`config.mk`:
```
export PLATFORM = sky130hd
export DESIGN_NAME = wt_store_wbuf_flat
export DESIGN_NICKNAME = d
export VERILOG_FILES = /design/src/rtl/wt_store_wbuf_if.sv /design/src/rtl/wt_store_wbuf.sv /design/src/flat_wrapper.sv
export SDC_FILE = /design/constraint.sdc
export NUM_CORES = 1
export LEC_CHECK = 0
export ABC_CLOCK_PERIOD_IN_PS = 5590
export BUFFER_PORTS_ARGS = -buffer_cell sky130_fd_sc_hd__clkbuf_2
export CAP_MARGIN = 20
export CORE_ASPECT_RATIO = 1.25
export CORE_UTILIZATION = 38
export CTS_CLUSTER_DIAMETER = 120
export CTS_CLUSTER_SIZE = 25
export DETAILED_ROUTE_END_ITERATION = 8
export GPL_ROUTABILITY_DRIVEN = 0
export PLACE_DENSITY = 0.62
export SETUP_SLACK_MARGIN = 0.02
export SLEW_MARGIN = 20
export SYNTH_ARGS = -nofsm -noshare
export SYNTH_HDL_FRONTEND = slang
export SYNTH_SLANG_ARGS = --single-unit
```
`constraint.sdc`:
```
create_clock -name clk_i -period 5.59 [get_ports clk_i]
set_input_delay 0.2795 -clock clk_i [delete_from_list [all_inputs] [get_ports clk_i]]
set_output_delay 0.2795 -clock clk_i [all_outputs]
set_load 0.05 [all_outputs]
```
`src/rtl/wt_store_wbuf_if.sv`:
```
// wt_store_wbuf_if
// Purpose: bundles the store-request, memory-write, load-hazard and status
//          signals of the write-through store write buffer.
// Signals:
//   req_valid_i/req_ready_o/req_addr_i/req_data_i/req_be_i : store request
//   mem_valid_o/mem_ready_i/mem_addr_o/mem_data_o/mem_be_o : memory write port
//   mem_ack_i                                               : one write completed
//   load_addr_i/load_hit_o                                  : load hazard check
//   outstanding_o/empty_o                                   : drain status
// Modports: slave = the write buffer, master = store unit / memory side.
interface wt_store_wbuf_if #(
  parameter int ADDR_W          = 32,
  parameter int DATA_W          = 32,
  parameter int MAX_OUTSTANDING = 7
);
  localparam int BE_W  = DATA_W / 8;
  localparam int CNT_W = $clog2(MAX_OUTSTANDING + 1);

  logic              req_valid_i;
  logic              req_ready_o;
  logic [ADDR_W-1:0] req_addr_i;
  logic [DATA_W-1:0] req_data_i;
  logic [BE_W-1:0]   req_be_i;
  logic              mem_valid_o;
  logic              mem_ready_i;
  logic [ADDR_W-1:0] mem_addr_o;
  logic [DATA_W-1:0] mem_data_o;
  logic [BE_W-1:0]   mem_be_o;
  logic              mem_ack_i;
  logic [ADDR_W-1:0] load_addr_i;
  logic              load_hit_o;
  logic [CNT_W-1:0]  outstanding_o;
  logic              empty_o;

  modport slave (
    input  req_valid_i, req_addr_i, req_data_i, req_be_i,
    input  mem_ready_i, mem_ack_i, load_addr_i,
    output req_ready_o, mem_valid_o, mem_addr_o, mem_data_o, mem_be_o,
    output load_hit_o, outstanding_o, empty_o
  );

  modport master (
    output req_valid_i, req_addr_i, req_data_i, req_be_i,
    output mem_ready_i, mem_ack_i, load_addr_i,
    input  req_ready_o, mem_valid_o, mem_addr_o, mem_data_o, mem_be_o,
    input  load_hit_o, outstanding_o, empty_o
  );
endinterface

```
`src/rtl/wt_store_wbuf.sv`:
```
// wt_store_wbuf
// Purpose: store write buffer for the write-through data cache. Buffers up to
//          DEPTH word-aligned stores, drains them in order to memory, limits
//          issued-but-unacknowledged writes to MAX_OUTSTANDING and flags loads
//          that hit a buffered word.
// Ports:
//   clk_i : clock
//   rst_i : asynchronous active-high reset
//   bus   : wt_store_wbuf_if.slave (store request, memory write, ack,
//           load hazard check, outstanding count, empty flag)
// Build option: define WT_STORE_WBUF_MERGE_EN to merge a store into the
//   youngest entry when it targets the same word; without it every accepted
//   store allocates its own entry.
module wt_store_wbuf #(
  parameter int DEPTH           = 2,
  parameter int ADDR_W          = 32,
  parameter int DATA_W          = 32,
  parameter int MAX_OUTSTANDING = 7
) (
  input  logic             clk_i,
  input  logic             rst_i,
  wt_store_wbuf_if.slave   bus
);
  localparam int BE_W   = DATA_W / 8;
  localparam int OFF_W  = $clog2(BE_W);
  localparam int PTR_W  = $clog2(DEPTH);
  localparam int FILL_W = PTR_W + 1;
  localparam int CNT_W  = $clog2(MAX_OUTSTANDING + 1);
  localparam int WA_W   = ADDR_W - OFF_W;

  // Entries keep only the word part of the address.
  logic [WA_W-1:0]   addr_r [DEPTH];
  logic [DATA_W-1:0] data_r [DEPTH];
  logic [BE_W-1:0]   be_r   [DEPTH];
  logic [DEPTH-1:0]  valid_r;
  logic [DEPTH-1:0]  valid_nxt_s;
  logic [PTR_W-1:0]  head_r;
  logic [PTR_W-1:0]  tail_r;
  logic [FILL_W-1:0] count_r;
  logic [FILL_W-1:0] count_nxt_s;
  logic [CNT_W-1:0]  outstanding_r;
  logic [CNT_W-1:0]  outstanding_nxt_s;
  logic [WA_W-1:0]   req_word_s;
  logic [WA_W-1:0]   load_word_s;
  logic              merge_s;
  logic              push_s;
  logic              pop_s;
  logic              ack_s;
  logic              hit_s;
  logic              unused_s;

  assign req_word_s  = bus.req_addr_i[ADDR_W-1:OFF_W];
  assign load_word_s = bus.load_addr_i[ADDR_W-1:OFF_W];
  // Byte offsets inside the word play no part in matching or issuing.
  assign unused_s    = ^{bus.req_addr_i[OFF_W-1:0], bus.load_addr_i[OFF_W-1:0]};

`ifdef WT_STORE_WBUF_MERGE_EN
  logic [PTR_W-1:0] youngest_s;
  assign youngest_s = tail_r - PTR_W'(1);
  // With two or more entries the youngest is never the head, so it can be
  // rewritten without disturbing a pending memory handshake.
  assign merge_s = bus.req_valid_i && (count_r >= FILL_W'(2)) &&
                   (req_word_s == addr_r[youngest_s]);
`else
  assign merge_s = 1'b0;
`endif

  // A full buffer refuses pushes even while it pops in the same cycle.
  assign bus.req_ready_o = (count_r < FILL_W'(DEPTH)) | merge_s;
  assign bus.mem_valid_o = (count_r != {FILL_W{1'b0}}) &&
                           (outstanding_r < CNT_W'(MAX_OUTSTANDING));
  assign push_s = bus.req_valid_i & bus.req_ready_o & ~merge_s;
  assign pop_s  = bus.mem_valid_o & bus.mem_ready_i;
  assign ack_s  = bus.mem_ack_i & (outstanding_r != {CNT_W{1'b0}});

  assign bus.mem_addr_o    = {addr_r[head_r], {OFF_W{1'b0}}};
  assign bus.mem_data_o    = data_r[head_r];
  assign bus.mem_be_o      = be_r[head_r];
  assign bus.outstanding_o = outstanding_r;
  assign bus.empty_o       = (count_r == {FILL_W{1'b0}}) &&
                             (outstanding_r == {CNT_W{1'b0}});
  assign bus.load_hit_o    = hit_s;

  // Load hazard: any valid entry holding the load's word, head included.
  always_comb begin
    hit_s = 1'b0;
    for (int i = 0; i < DEPTH; i++) begin
      hit_s = hit_s | (valid_r[i] & (addr_r[i] == load_word_s));
    end
  end

  // Entry valid bits: clear the popped head, set the pushed tail.
  always_comb begin
    valid_nxt_s = valid_r;
    if (pop_s) begin
      valid_nxt_s[head_r] = 1'b0;
    end else begin
      valid_nxt_s = valid_nxt_s;
    end
    if (push_s) begin
      valid_nxt_s[tail_r] = 1'b1;
    end else begin
      valid_nxt_s = valid_nxt_s;
    end
  end

  // Fill level and in-flight write count.
  always_comb begin
    count_nxt_s = count_r;
    case ({push_s, pop_s})
      2'b10:   count_nxt_s = count_r + FILL_W'(1);
      2'b01:   count_nxt_s = count_r - FILL_W'(1);
      default: count_nxt_s = count_r;
    endcase
    outstanding_nxt_s = outstanding_r;
    case ({pop_s, ack_s})
      2'b10:   outstanding_nxt_s = outstanding_r + CNT_W'(1);
      2'b01:   outstanding_nxt_s = outstanding_r - CNT_W'(1);
      default: outstanding_nxt_s = outstanding_r;
    endcase
  end

  // Entry storage: allocate at tail, or merge bytes into the youngest entry.
  always_ff @(posedge clk_i or posedge rst_i) begin
    if (rst_i) begin
      for (int i = 0; i < DEPTH; i++) begin
        addr_r[i] <= {WA_W{1'b0}};
        data_r[i] <= {DATA_W{1'b0}};
        be_r[i]   <= {BE_W{1'b0}};
      end
      valid_r <= {DEPTH{1'b0}};
    end else begin
      if (push_s) begin
        addr_r[tail_r] <= req_word_s;
        data_r[tail_r] <= bus.req_data_i;
        be_r[tail_r]   <= bus.req_be_i;
      end
`ifdef WT_STORE_WBUF_MERGE_EN
      if (merge_s) begin
        for (int b = 0; b < BE_W; b++) begin
          if (bus.req_be_i[b]) begin
            data_r[youngest_s][8*b +: 8] <= bus.req_data_i[8*b +: 8];
          end
        end
        be_r[youngest_s] <= be_r[youngest_s] | bus.req_be_i;
      end
`endif
      valid_r <= valid_nxt_s;
    end
  end

  // Pointers, fill level and outstanding counter.
  always_ff @(posedge clk_i or posedge rst_i) begin
    if (rst_i) begin
      head_r        <= {PTR_W{1'b0}};
      tail_r        <= {PTR_W{1'b0}};
      count_r       <= {FILL_W{1'b0}};
      outstanding_r <= {CNT_W{1'b0}};
    end else begin
      if (pop_s) begin
        head_r <= head_r + PTR_W'(1);
      end
      if (push_s) begin
        tail_r <= tail_r + PTR_W'(1);
      end
      count_r       <= count_nxt_s;
      outstanding_r <= outstanding_nxt_s;
    end
  end
endmodule

```
`src/flat_wrapper.sv`:
```
// flat-port wrapper written by rule: the top's interface ports become plain ports
module wt_store_wbuf_flat 
#(
  parameter int DEPTH           = 2,
  parameter int ADDR_W          = 32,
  parameter int DATA_W          = 32,
  parameter int MAX_OUTSTANDING = 7
)
  (clk_i, rst_i, bus_req_valid_i, bus_req_addr_i, bus_req_data_i, bus_req_be_i, bus_mem_ready_i, bus_mem_ack_i, bus_load_addr_i, bus_req_ready_o, bus_mem_valid_o, bus_mem_addr_o, bus_mem_data_o, bus_mem_be_o, bus_load_hit_o, bus_outstanding_o, bus_empty_o);
  wt_store_wbuf_if #(.ADDR_W(ADDR_W), .DATA_W(DATA_W), .MAX_OUTSTANDING(MAX_OUTSTANDING)) bus_i ();
  input  logic clk_i;
  input  logic rst_i;
  input wire logic [$bits(bus_i.req_valid_i)-1:0] bus_req_valid_i;
  input wire logic [$bits(bus_i.req_addr_i)-1:0] bus_req_addr_i;
  input wire logic [$bits(bus_i.req_data_i)-1:0] bus_req_data_i;
  input wire logic [$bits(bus_i.req_be_i)-1:0] bus_req_be_i;
  input wire logic [$bits(bus_i.mem_ready_i)-1:0] bus_mem_ready_i;
  input wire logic [$bits(bus_i.mem_ack_i)-1:0] bus_mem_ack_i;
  input wire logic [$bits(bus_i.load_addr_i)-1:0] bus_load_addr_i;
  output wire logic [$bits(bus_i.req_ready_o)-1:0] bus_req_ready_o;
  output wire logic [$bits(bus_i.mem_valid_o)-1:0] bus_mem_valid_o;
  output wire logic [$bits(bus_i.mem_addr_o)-1:0] bus_mem_addr_o;
  output wire logic [$bits(bus_i.mem_data_o)-1:0] bus_mem_data_o;
  output wire logic [$bits(bus_i.mem_be_o)-1:0] bus_mem_be_o;
  output wire logic [$bits(bus_i.load_hit_o)-1:0] bus_load_hit_o;
  output wire logic [$bits(bus_i.outstanding_o)-1:0] bus_outstanding_o;
  output wire logic [$bits(bus_i.empty_o)-1:0] bus_empty_o;
  assign bus_i.req_valid_i = bus_req_valid_i;
  assign bus_i.req_addr_i = bus_req_addr_i;
  assign bus_i.req_data_i = bus_req_data_i;
  assign bus_i.req_be_i = bus_req_be_i;
  assign bus_i.mem_ready_i = bus_mem_ready_i;
  assign bus_i.mem_ack_i = bus_mem_ack_i;
  assign bus_i.load_addr_i = bus_load_addr_i;
  assign bus_req_ready_o = bus_i.req_ready_o;
  assign bus_mem_valid_o = bus_i.mem_valid_o;
  assign bus_mem_addr_o = bus_i.mem_addr_o;
  assign bus_mem_data_o = bus_i.mem_data_o;
  assign bus_mem_be_o = bus_i.mem_be_o;
  assign bus_load_hit_o = bus_i.load_hit_o;
  assign bus_outstanding_o = bus_i.outstanding_o;
  assign bus_empty_o = bus_i.empty_o;
  wt_store_wbuf #(.DEPTH(DEPTH), .ADDR_W(ADDR_W), .DATA_W(DATA_W), .MAX_OUTSTANDING(MAX_OUTSTANDING)) u_core (.clk_i(clk_i), .rst_i(rst_i), .bus(bus_i));
endmodule
```
After elaboration in Yosys (flattened, before gate mapping):

Cells that the tools add are included.

* register bits: 141
* output and inout bits: 75
* logic and storage cells: 80

* add/subtract/negate cells: 6
* $lt $le $gt $ge: 9
* equality and inequality tests: 6
* muxes and demuxes: 26
* bitwise operators: 11
* reduce and logical (&&, ||, !) cells: 11

Operators by type and width (number)
* 32-bit two-way mux: 4
* 30-bit two-way mux: 4
* 64-bit bitwise mux: 1
* 60-bit bitwise mux: 1
* 30-bit equality test: 2
* 32-bit demux with 1-bit select: 1
* 30-bit demux with 1-bit select: 1
* 4-bit two-way mux: 4
* 8-bit bitwise mux: 1
* 3-bit case mux with 2 select lines: 1
* 2-bit nonzero test: 3
* 1-bit bitwise AND: 5
* 1-bit logical AND: 5
* 4-bit demux with 1-bit select: 1
* 2-bit by 1-bit equality test with 1-bit output, second input constant: 2
* 2-bit equality test, second input constant: 2
* 2-bit >= comparator, second input constant: 2
* 1-bit by 2-bit < comparator with 1-bit output, second input constant: 2
* 2-bit two-way mux: 2
* 1-bit NOT with 2-bit output: 2
* 2-bit case mux with 2 select lines: 1
* 3-bit by 1-bit adder with 3-bit output, second input constant: 1
* 3-bit logical NOT: 1
* 3-bit < comparator, second input constant: 1
* 15 further kinds: 19

Depth between registers and ports, before layout:

Gate-level depths: netlist (run 1).

* depth in word-level cells: 9
* depth in mapped cells: 9

Worst setup path after synthesis (run 1):

OpenSTA, ideal clock, no wires.

* path type: flip-flop to output port
* start: register u_core.outstanding_r[0], in the netlist u_core.bus.outstanding_o[0]
* end: output bus_empty_o
* arrival: 2.336 ns
* required time: 5.311 ns
* path slack: 2.974 ns
* stages on the path, launching flop included: 2
* buffers on the path: 0
* cell sequence: dfrtp_1 > nor4b_1

* cells in the longest elaborated chain, start to end: 2

RTL lines
* start: declaration: line wt_store_wbuf.sv:41 `logic [CNT_W-1:0] outstanding_r;`
* start signal: assignment: line wt_store_wbuf.sv:158 `outstanding_r <= {CNT_W{1'b0}};`
* start signal: assignment: line wt_store_wbuf.sv:167 `outstanding_r <= outstanding_nxt_s;`
* 3-bit logical NOT: line wt_store_wbuf.sv:81 `(outstanding_r == {CNT_W{1'b0}});`
* 1-bit logical AND: line wt_store_wbuf.sv:80 `assign bus.empty_o = (count_r == {FILL_W{1'b0}}) &&`
* end: declaration: line flat_wrapper.sv:27 `output wire logic [$bits(bus_i.empty_o)-1:0] bus_empty_o;`

Every way passes these cells.

Final worst setup path (run 1):

* start: register u_core.count_r[1]
* end: register u_core.addr_r[50] (netlist bit)

* cells in the longest elaborated chain, start to end: 2

RTL lines
* start: declaration: line wt_store_wbuf.sv:39 `logic [FILL_W-1:0] count_r;`
* start signal: assignment: line wt_store_wbuf.sv:157 `count_r <= {FILL_W{1'b0}};`
* start signal: assignment: line wt_store_wbuf.sv:166 `count_r <= count_nxt_s;`
* 2-bit < comparator: line wt_store_wbuf.sv:69 `assign bus.req_ready_o = (count_r < FILL_W'(DEPTH)) | merge_s;`
* 1-bit bitwise AND: line wt_store_wbuf.sv:72 `assign push_s = bus.req_valid_i & bus.req_ready_o & ~merge_s;`
* end signal: indexed assignment: line wt_store_wbuf.sv:127 `addr_r[i] <= {WA_W{1'b0}};`
* end signal: indexed assignment: line wt_store_wbuf.sv:134 `addr_r[tail_r] <= req_word_s;`
* end: declaration: line wt_store_wbuf.sv:32 `logic [WA_W-1:0] addr_r [DEPTH];`

Every way passes these cells.
A chain may end at the register's enable or synchronous reset.

==> summary.md, run 1 <==
| Metric | Value |
|---|---|
| Status | completed |
| GRT Util Overall | 18.0% |
| Antenna violations before repair | 0 |
| Setup tns final | 0 ns |
| Share of the synthesized area in the top cell type | 51.6% |
| Biggest area consumer among synthesized cells | dfrtp_1 |
| Clock tree buffer depth | 2 |
| Mean post-synth cell area | 14.3 sq um |
| Cell chain of the critical path | nor2b_4 > inv_2 > nor2_4 > buf_4 > mux2_2 |
| Reg clk slew, reported paths | 0.06 ns |
| DR pass1 iterations | 4 |
| Final ANT Viol Nets | 0 |
| Remaining DRCs | 0 |
| Vias per Instance | 4.95 |
| IO Count | 180 |
| Area contributors post-synth | dfrtp_1 52%, mux2_2 33%, xnor2_1 4.5% |
| Layout Utilization | 48.4% |
| Die area | 18600 sq um |
| Skew-Pair Late Insertion Delay | 0.41 ns |
| Final nets | 759 |
| H-tree depth | 4 |
| Number of buffers inserted by post-CTS setup repair | 0 |
| Max Clk Rate | 386 MHz |
| Drt wl/cell | 17.6 um |
| Num CTS Buffers | 17 |
| Setup violations, final | 0 |
| WP data arrival | 2.88 ns |
| Area grow syn2layout | 24.2% |
| Routed WL | 15700 um |
| Final Hold Violating Endpoints | 0 |
| Cell total after placement | 855 |
| Core area | 17600 sq um |
| Final Max Slew Viols | 0 |
| Number of synthesized flops with an enable pin | 0 |
| Clock Skew | 0.00621 ns |
| Setup ws final | 3.00 ns |
| Non-Filler Instances | 888 |
| Setup Crit Path Kind | register to register |
| Crit Path Max Fanout | 39 |
| Die span in y | 152 um |
| Register area share after synthesis | 51.6% |
| Root Buffer | clkbuf_16 |
| Worst Hold Class | input pin to register |
| Asr flop ratio synth | 100% |
| Synth cell types | 30 |
| Total grt overflow | 0 |
| # clock sinks | 141 |
| Pin count of the biggest net entering global routing | 72 |
| Final period util | 46.3% |
| Port buffer count | 173 |
| Initial Utilization | 39.0% |
| CTS tree | built |
| Syn. warnings | 0 |
| Vias in the first global route | 4872 |
| Synth Cell Area | 6840 sq um |
| Critical path capture point type | register |
| Max cap viols | 0 |
| Slew HR | 31.2% |
| Via count | 4397 |
| Row Count | 54 |
| Post-Syn Instances | 479 |
| Share of cells above drive strength 1 | 61.9% |
| Synth Flop Type | dfrtp_1 |
| DR iter-0 viols | 118 |
| RSZ-0062 raised after global routing | no |
| Dpl hpwl | 10900 um |
| Antenna fix cells | 0 |
| CP max-delay cell | nor2_4 |
| Die Wd | 122 um |
| Max stage delay on crit path | 0.69 ns |
| Req. time, crit path | 5.88 ns |
| Register bit total from synthesis | 141 |
| First-pass GRT wire length | 25400 um |
| Worst-Margin Slew | 1.03 ns |
| Fillers | 1586 |
| Post-layout minimum cycle time | 2.59 ns |
| Dpl ws | 2.96 ns |
| Setup crit start kind | register |
[cell usage in the layout (no fill, tap or decap), drive strengths merged]
master / count
clkinvlp: 2
nand2: 2
nand3: 1
dfrtp: 141
or4: 2
conb: 2
nand4: 10
o21ai: 2
inv: 10
buf: 2
nor4b: 1
and3b: 1
nor2: 4
clkinv: 4
nor2b: 2
ha: 2
o31a: 1
mux2i: 1
o22ai: 1
clkbuf: 192
mux2: 198
nor3: 2
a22o: 1
fa: 1
xor2: 33
dlygate4sd3: 1
nor4: 6
xnor2: 35
bufinv: 4
[cell families after synthesis]
kind of cell | after synthesis | share of synthesized area [%]
AO/OA/AOI/OAI | 5 | 0.494
XOR/XNOR | 68 | 8.70
adder cells (fa/ha/maj) | 3 | 0.658
buffers and inverters | 31 | 3.00
flip-flops | 141 | 51.6
multiplexers | 199 | 32.7
other | 1 | 0.0548
AND/OR/NAND/NOR | 31 | 2.82
[critical path: cells and delay by family, from the launching register on]
| kind | cells | cell delay (ns) |
|---|---|---|
| AND/OR/NAND/NOR | 2 | 0.89 |
| buffers and inverters | 2 | 0.69 |
| flip-flops | 1 | 0.42 |
| multiplexers | 1 | 0.41 |
[path summary, 6_finish.rpt]
check / startpoint / endpoint / slack (ns) / depth (start not counted)
min reg2reg: u_core.data_r[29] / u_core.data_r[29] / 0.50 / 1
max reg2reg: u_core.count_r[1] / u_core.addr_r[50] / 3.00 / 5
min: bus_req_be_i[2] / u_core.be_r[2] / 0.11 / 2
min in group asynchronous: rst_i / u_core.data_r[27] / 0.51 / 3
max in group asynchronous: rst_i / u_core.addr_r[27] / 3.71 / 4
max: u_core.count_r[1] / u_core.addr_r[50] / 3.00 / 5
[repair_timing]
item / CTS / global route
hold buffers: 1 / 0
hold endpoints to repair: 70 / 0
gates resized for setup: 0 / 0
[per-layer routing]
metal	vias up	global-route usage [%]	wire length (um)
met5	-	0	0
met4	0	5.76	285
met3	17	6.94	1250
met2	140	30.3	7880
met1	2207	20.6	6250
li1	2033	-	-
[area by class of cell]
cell class                 count  area, sq um  area share, %
tap                          224          280           3.30
timing repair buffer         176          891           10.5
multi-input combinational    308         3130           36.8
clock buffer                  19          453           5.33
sequential                   141         3530           41.6
inverter                       7         31.3          0.368
clock inverter                13          185           2.18
[per-stage QoR]
stage               hold slack, ns  area (sq um)
floorplan                    0.430          6850
global placement             0.398          7850
detailed placement           0.425          7850
CTS                         0.0897          8500
global route                0.0920          8500
finish                       0.111          8500
[cell usage after synthesis, types with 2 or more instances]
library cell	n
buf_4	4
mux2_2	198
o21ai_0	2
ha_1	2
buf_2	11
buf_6	8
inv_1	6
nand4_1	10
xnor2_1	35
xor2_1	33
or4_1	2
nor4_1	6
nand2_1	2
nor3_1	2
nor2_1	3
dfrtp_1	141
[sequential cells by signal, indices dropped and copies added (netlist names)]
signal and cells:
u_core.data_r 64, u_core.addr_r 60, u_core.be_r 8, u_core.bus.outstanding_o 3, u_core.count_r 2, u_core.valid_r 2
u_core.head_r 1, u_core.tail_r 1
Power of run 1 is left out: the tool's default activity adds up to more than one toggle a clock period on the data nets, which glitch-free logic cannot reach.
==> inputs of run 2 (changes only) <==
Settings changed: ABC_CLOCK_PERIOD_IN_PS 5590 to 2420.
Clock period 5.59 ns to 2.42 ns, I/O delays scaled along.
==> run 2 against run 1 <==
  * Register-to-register slack lost 2.7 ns
  * Count of clock-buffer cells in the layout down 2
  * Flip-flop and latch count unchanged
==> summary.md, run 2 (same netlist as run 1, synthesis figures left out) <==
| Metric | Value |
|---|---|
| Remaining DRCs | 0 |
| Dpl hpwl | 11200 um |
| Status | completed |
| Max Clk Rate | 433 MHz |
| Root Buffer | clkbuf_16 |
| Setup Crit Path Kind | register to output pin |
| Initial Utilization | 39.0% |
| Top flop regs | u_core.data_r: 64 flops, u_core.addr_r: 60 flops, u_core.be_r: 8 flops |
| FF-to-FF path depth | 9 |
| Pin count of the biggest net entering global routing | 142 |
| CTS tree | built |
| Total grt overflow | 0 |
| Worst-Margin Slew | 0.748 ns |
| Most flop-heavy register | u_core.data_r |
| Setup crit start kind | register |
| Worst hold endpoint | u_core.tail_r |
| Reg-to-reg slack, setup | 0.33 ns |
| Skew-Pair Late Insertion Delay | 0.41 ns |
| Critical path capture point type | output pin |
| Reg clk slew, reported paths | 0.06 ns |
| H-tree depth | 4 |
| Antenna fix cells | 0 |
| Sequential cell area | 3530 sq um |
| Setup tns final | 0 ns |
| Antenna violations before repair | 0 |
| Final ANT Viol Nets | 0 |
| Routed WL | 16200 um |
| RSZ-0062 raised after global routing | no |
| Core area | 17600 sq um |
| Worst Hold Class | input pin to register |
| Crit Path Max Fanout | 3 |
| Max reg flops | 64 |
| Max cap viols | 0 |
| Area grow syn2layout | 35.2% |
| Num CTS Buffers | 17 |
| WP data arrival | 2.19 ns |
| Setup ws final | 0.112 ns |
| Req. time, crit path | 2.30 ns |
| Final period util | 95.4% |
| Commonest non-fill, non-tap cell in the layout | mux2_2 |
| GRT Util Overall | 18.6% |
| Final Hold Violating Endpoints | 0 |
| Number of buffers inserted by post-CTS setup repair | 0 |
| # clock sinks | 141 |
| Worst Hold Launch | bus_req_valid_i |
| Die span in y | 152 um |
| Drt wl/cell | 16.9 um |
| Most frequent cells in the layout | 198 x mux2_2, 172 x clkbuf_2, 140 x dfrtp_1 |
| Slew HR | 50.1% |
| Die area | 18600 sq um |
| DR iter-0 viols | 90 |
| Clock Skew | 0.00549 ns |
| Row Count | 54 |
| Dpl ws | 0.323 ns |
| Vias per Instance | 4.82 |
| First-pass GRT wire length | 26500 um |
| Fillers | 1567 |
| Multi-input gate area | 3130 sq um |
| Layout Utilization | 52.7% |
| Final nets | 830 |
| R2R Path End | u_core.bus.outstanding_o[2] |
| Setup violations, final | 0 |
| Share of cells above drive strength 1 | 56.7% |
| Via count | 4622 |
| Post-layout minimum cycle time | 2.31 ns |
| Clock tree buffer depth | 2 |
| Die Wd | 122 um |
| Hold path cells | 3 |
| IO Count | 180 |
| DR pass1 iterations | 4 |
| Port buffer count | 173 |
| Final Max Slew Viols | 0 |
| RR Startpoint | u_core.count_r[0] |
| Vias in the first global route | 5148 |
-- run 2: routing by layer --
layer / part of all wire, % / vias up / track usage [%]
met5: 0 / - / 0
met4: 1.2 / 0 / 5.23
met3: 6.5 / 12 / 6.46
met2: 51 / 126 / 32.1
met1: 42 / 2297 / 21.5
li1: - / 2187 / -
-- run 2: cell type report --
cell class              instances  share of cell area (%)
flip-flops and latches        141                    38.2
clock buffers                  17                    4.60
clock inverters                15                    2.27
well taps                     224                    3.03
multi-input cells             308                    33.9
repair buffers                247                    17.7
inverters                       7                   0.325
-- run 2: how the worst max path moves through the flow --
stage,start,end,cells past startpoint
after floorplan,u_core.bus.outstanding_o[0],u_core.bus.outstanding_o[2],9
after global placement,u_core.count_r[0],u_core.bus.outstanding_o[2],9
after detailed placement,u_core.count_r[0],u_core.bus.outstanding_o[2],9
after CTS,u_core.addr_r[49],bus_load_hit_o,5
after global routing,u_core.addr_r[33],bus_load_hit_o,5
final,u_core.addr_r[49],bus_load_hit_o,5
-- run 2: critical path, cell delays in order (launching register included) --
cell	delay, ns
dfrtp_1	0.40
xnor2_1	0.32
nand4_1	0.11
or4_1	0.50
o22ai_1	0.22
buf_4	0.23
-- run 2: what timing repair did --
| item | CTS | global route |
|---|---|---|
| gates resized for setup | 1 | 1 |
| hold endpoints to repair | 273 | 0 |
| pin swaps | 0 | 0 |
| endpoints found under the setup margin | 1 | 1 |
| hold buffers | 67 | 0 |
-- run 2: stage by stage --
stage               area (sq um)  std cells  hold WS, ns
CTS                         9250        959       0.0886
global route                9250        959       0.0971
detailed placement          7940        860        0.372
finish                      9250        959        0.111
global placement            7940        860        0.367
floorplan                   6860        480        0.271
Power of run 2 is left out for the same reason.
==> inputs of run 3 (changes only) <==
Settings changed: CORE_ASPECT_RATIO 1.25 to 1.75.
==> run 3 against run 2 <==
  * Setup slack worse by 0.022 ns
  * First-iteration DRC count grew 39%
  * Clock skew about the same
  * Utilization rose by 0.33 points
  * Cell count rose by 1.1%
  * Non-clock buffer count rose by 2
  * Maximum frequency shrank 0.96%
  * Worst hold slack improved by 0.011 ns
  * Critical path depth stayed put
  * Die area about the same
  * Count of clock-buffer cells in the layout up 4
  * Sequential share of layout area is 0.17 points lower
==> summary.md, run 3 (same netlist as run 1, synthesis figures left out) <==
| Metric | Value |
|---|---|
| Status | completed |
| Slew HR | 55.4% |
| Max reg flops | 64 |
| Num CTS Buffers | 17 |
| Req. time, crit path | 2.30 ns |
| Reg clk slew, reported paths | 0.06 ns |
| Crit Path Max Fanout | 3 |
| WP data arrival | 2.21 ns |
| Setup violations, final | 0 |
| Worst setup path startpoint | u_core.addr_r[45] |
| # clock sinks | 141 |
| Final ANT Viol Nets | 0 |
| Max stage delay on crit path | 0.56 ns |
| Multi-input gate area | 3150 sq um |
| Vias in the first global route | 5359 |
| Reg-to-reg slack, setup | 0.29 ns |
| FF-to-FF path depth | 9 |
| Die span in y | 180 um |
| First-pass GRT wire length | 27300 um |
| Port buffer count | 173 |
| Max Clk Rate | 429 MHz |
| Via count | 4680 |
| Sequential cell area | 3530 sq um |
| Fin Hold WS | 0.122 ns |
| DR pass1 iterations | 5 |
| Top flop regs | u_core.data_r: 64 flops, u_core.addr_r: 60 flops, u_core.be_r: 8 flops |
| RSZ-0062 raised after global routing | no |
| R2R Path End | u_core.bus.outstanding_o[2] |
| Antenna violations before repair | 2 |
| Vias per Instance | 4.82 |
| Drt wl/cell | 17.8 um |
| Final Hold Violating Endpoints | 0 |
| H-tree depth | 4 |
| Most flop-heavy register | u_core.data_r |
| IO Count | 180 |
| Skew-Pair Late Insertion Delay | 0.41 ns |
| Core area | 17500 sq um |
| Root Buffer | clkbuf_16 |
| Row Count | 64 |
| Max cap viols | 0 |
| CP max-delay cell | or4_1 |
| GRT Util Overall | 19.8% |
| Remaining DRCs | 0 |
| Cell chain of the critical path | xnor2_1 > nand4_1 > or4_1 > o22ai_1 > clkbuf_4 |
| Post-layout minimum cycle time | 2.33 ns |
| Critical path capture point type | output pin |
| Setup Crit Path Kind | register to output pin |
| Worst setup endpoint | bus_load_hit_o |
| Die area | 18600 sq um |
| Total grt overflow | 0 |
| Most frequent cells in the layout | 198 x mux2_2, 172 x clkbuf_2, 140 x dfrtp_1 |
| CTS tree | built |
| Worst Hold Launch | bus_req_valid_i |
| Die Wd | 103 um |
| Final nets | 832 |
| Routed WL | 17300 um |
| Worst-Margin Slew | 0.668 ns |
| Area grow syn2layout | 35.8% |
| Dpl hpwl | 12400 um |
| Worst Hold Class | input pin to register |
| Fillers | 1548 |
| Initial Utilization | 39.0% |
| Setup crit start kind | register |
| DR iter-0 viols | 125 |
| Setup tns final | 0 ns |
| Share of cells above drive strength 1 | 57.0% |
| RR Startpoint | u_core.count_r[0] |
| Commonest non-fill, non-tap cell in the layout | mux2_2 |
| Final period util | 96.3% |
| Final Max Slew Viols | 0 |
| Clock tree buffer depth | 2 |
| Pin count of the biggest net entering global routing | 65 |
| Clock Skew | 0.00531 ns |
## run 3: cell count changes in the layout (fill, tap and decap cells not counted), sizes merged
| cell | change |
|---|---|
| clkbuf | +5 |
| inv | -4 |
| diode | +2 |
| buf | +1 |
## run 3: stage by stage
stage               area [sq um]  cells  setup WS, ns  utilization [%]
floorplan                   6860    480         0.228                -
global placement            7970    869         0.413             45.4
detailed placement          7970    869         0.291             45.4
CTS                         9270    968        0.0221             52.9
global route                9300    970        0.0220             53.0
finish                      9300    970        0.0900             53.0
## run 3: how the worst min path moves through the flow
stage                                   end  cells after the start
final                         u_core.tail_r                      3
after detailed placement  u_core.addr_r[39]                      2
after CTS                     u_core.tail_r                      3
after global routing          u_core.tail_r                      3
after floorplan           u_core.data_r[10]                      1
after global placement     u_core.addr_r[9]                      2
## run 3: area by class of cell
class                      instances  share of cell area (%)
multi-input combinational        308                    33.9
clock inverter                    11                    1.76
inverter                           7                   0.323
tap                              231                    3.11
clock buffer                      21                    5.06
sequential                       141                    38.0
antenna                            2                  0.0538
timing repair buffer             249                    17.8
## run 3: repair_timing
action | CTS | global route
buffers inserted | 0 | 0
endpoints found under the setup margin | 0 | 1
hold buffers | 67 | 0
gates resized for setup | 0 | 4
hold endpoints to repair | 157 | 0
## run 3: per-layer routing
layer | GRT usage [%] | routed length, um | vias to the layer above
met3 | 4.35 | 703 | 23
met4 | 9.13 | 519 | 0
met5 | 0 | 0 | -
met2 | 38.0 | 9990 | 120
met1 | 19.0 | 6050 | 2355
li1 | - | - | 2182
## run 3: critical path, delay by kind of cell (launching register included)
kind	cells	cell delay (ns)
compound gates	1	0.20
xor+xnor	1	0.18
buf+inv	1	0.26
flops	1	0.40
simple gates	2	0.75
Power of run 3 is left out for the same reason.
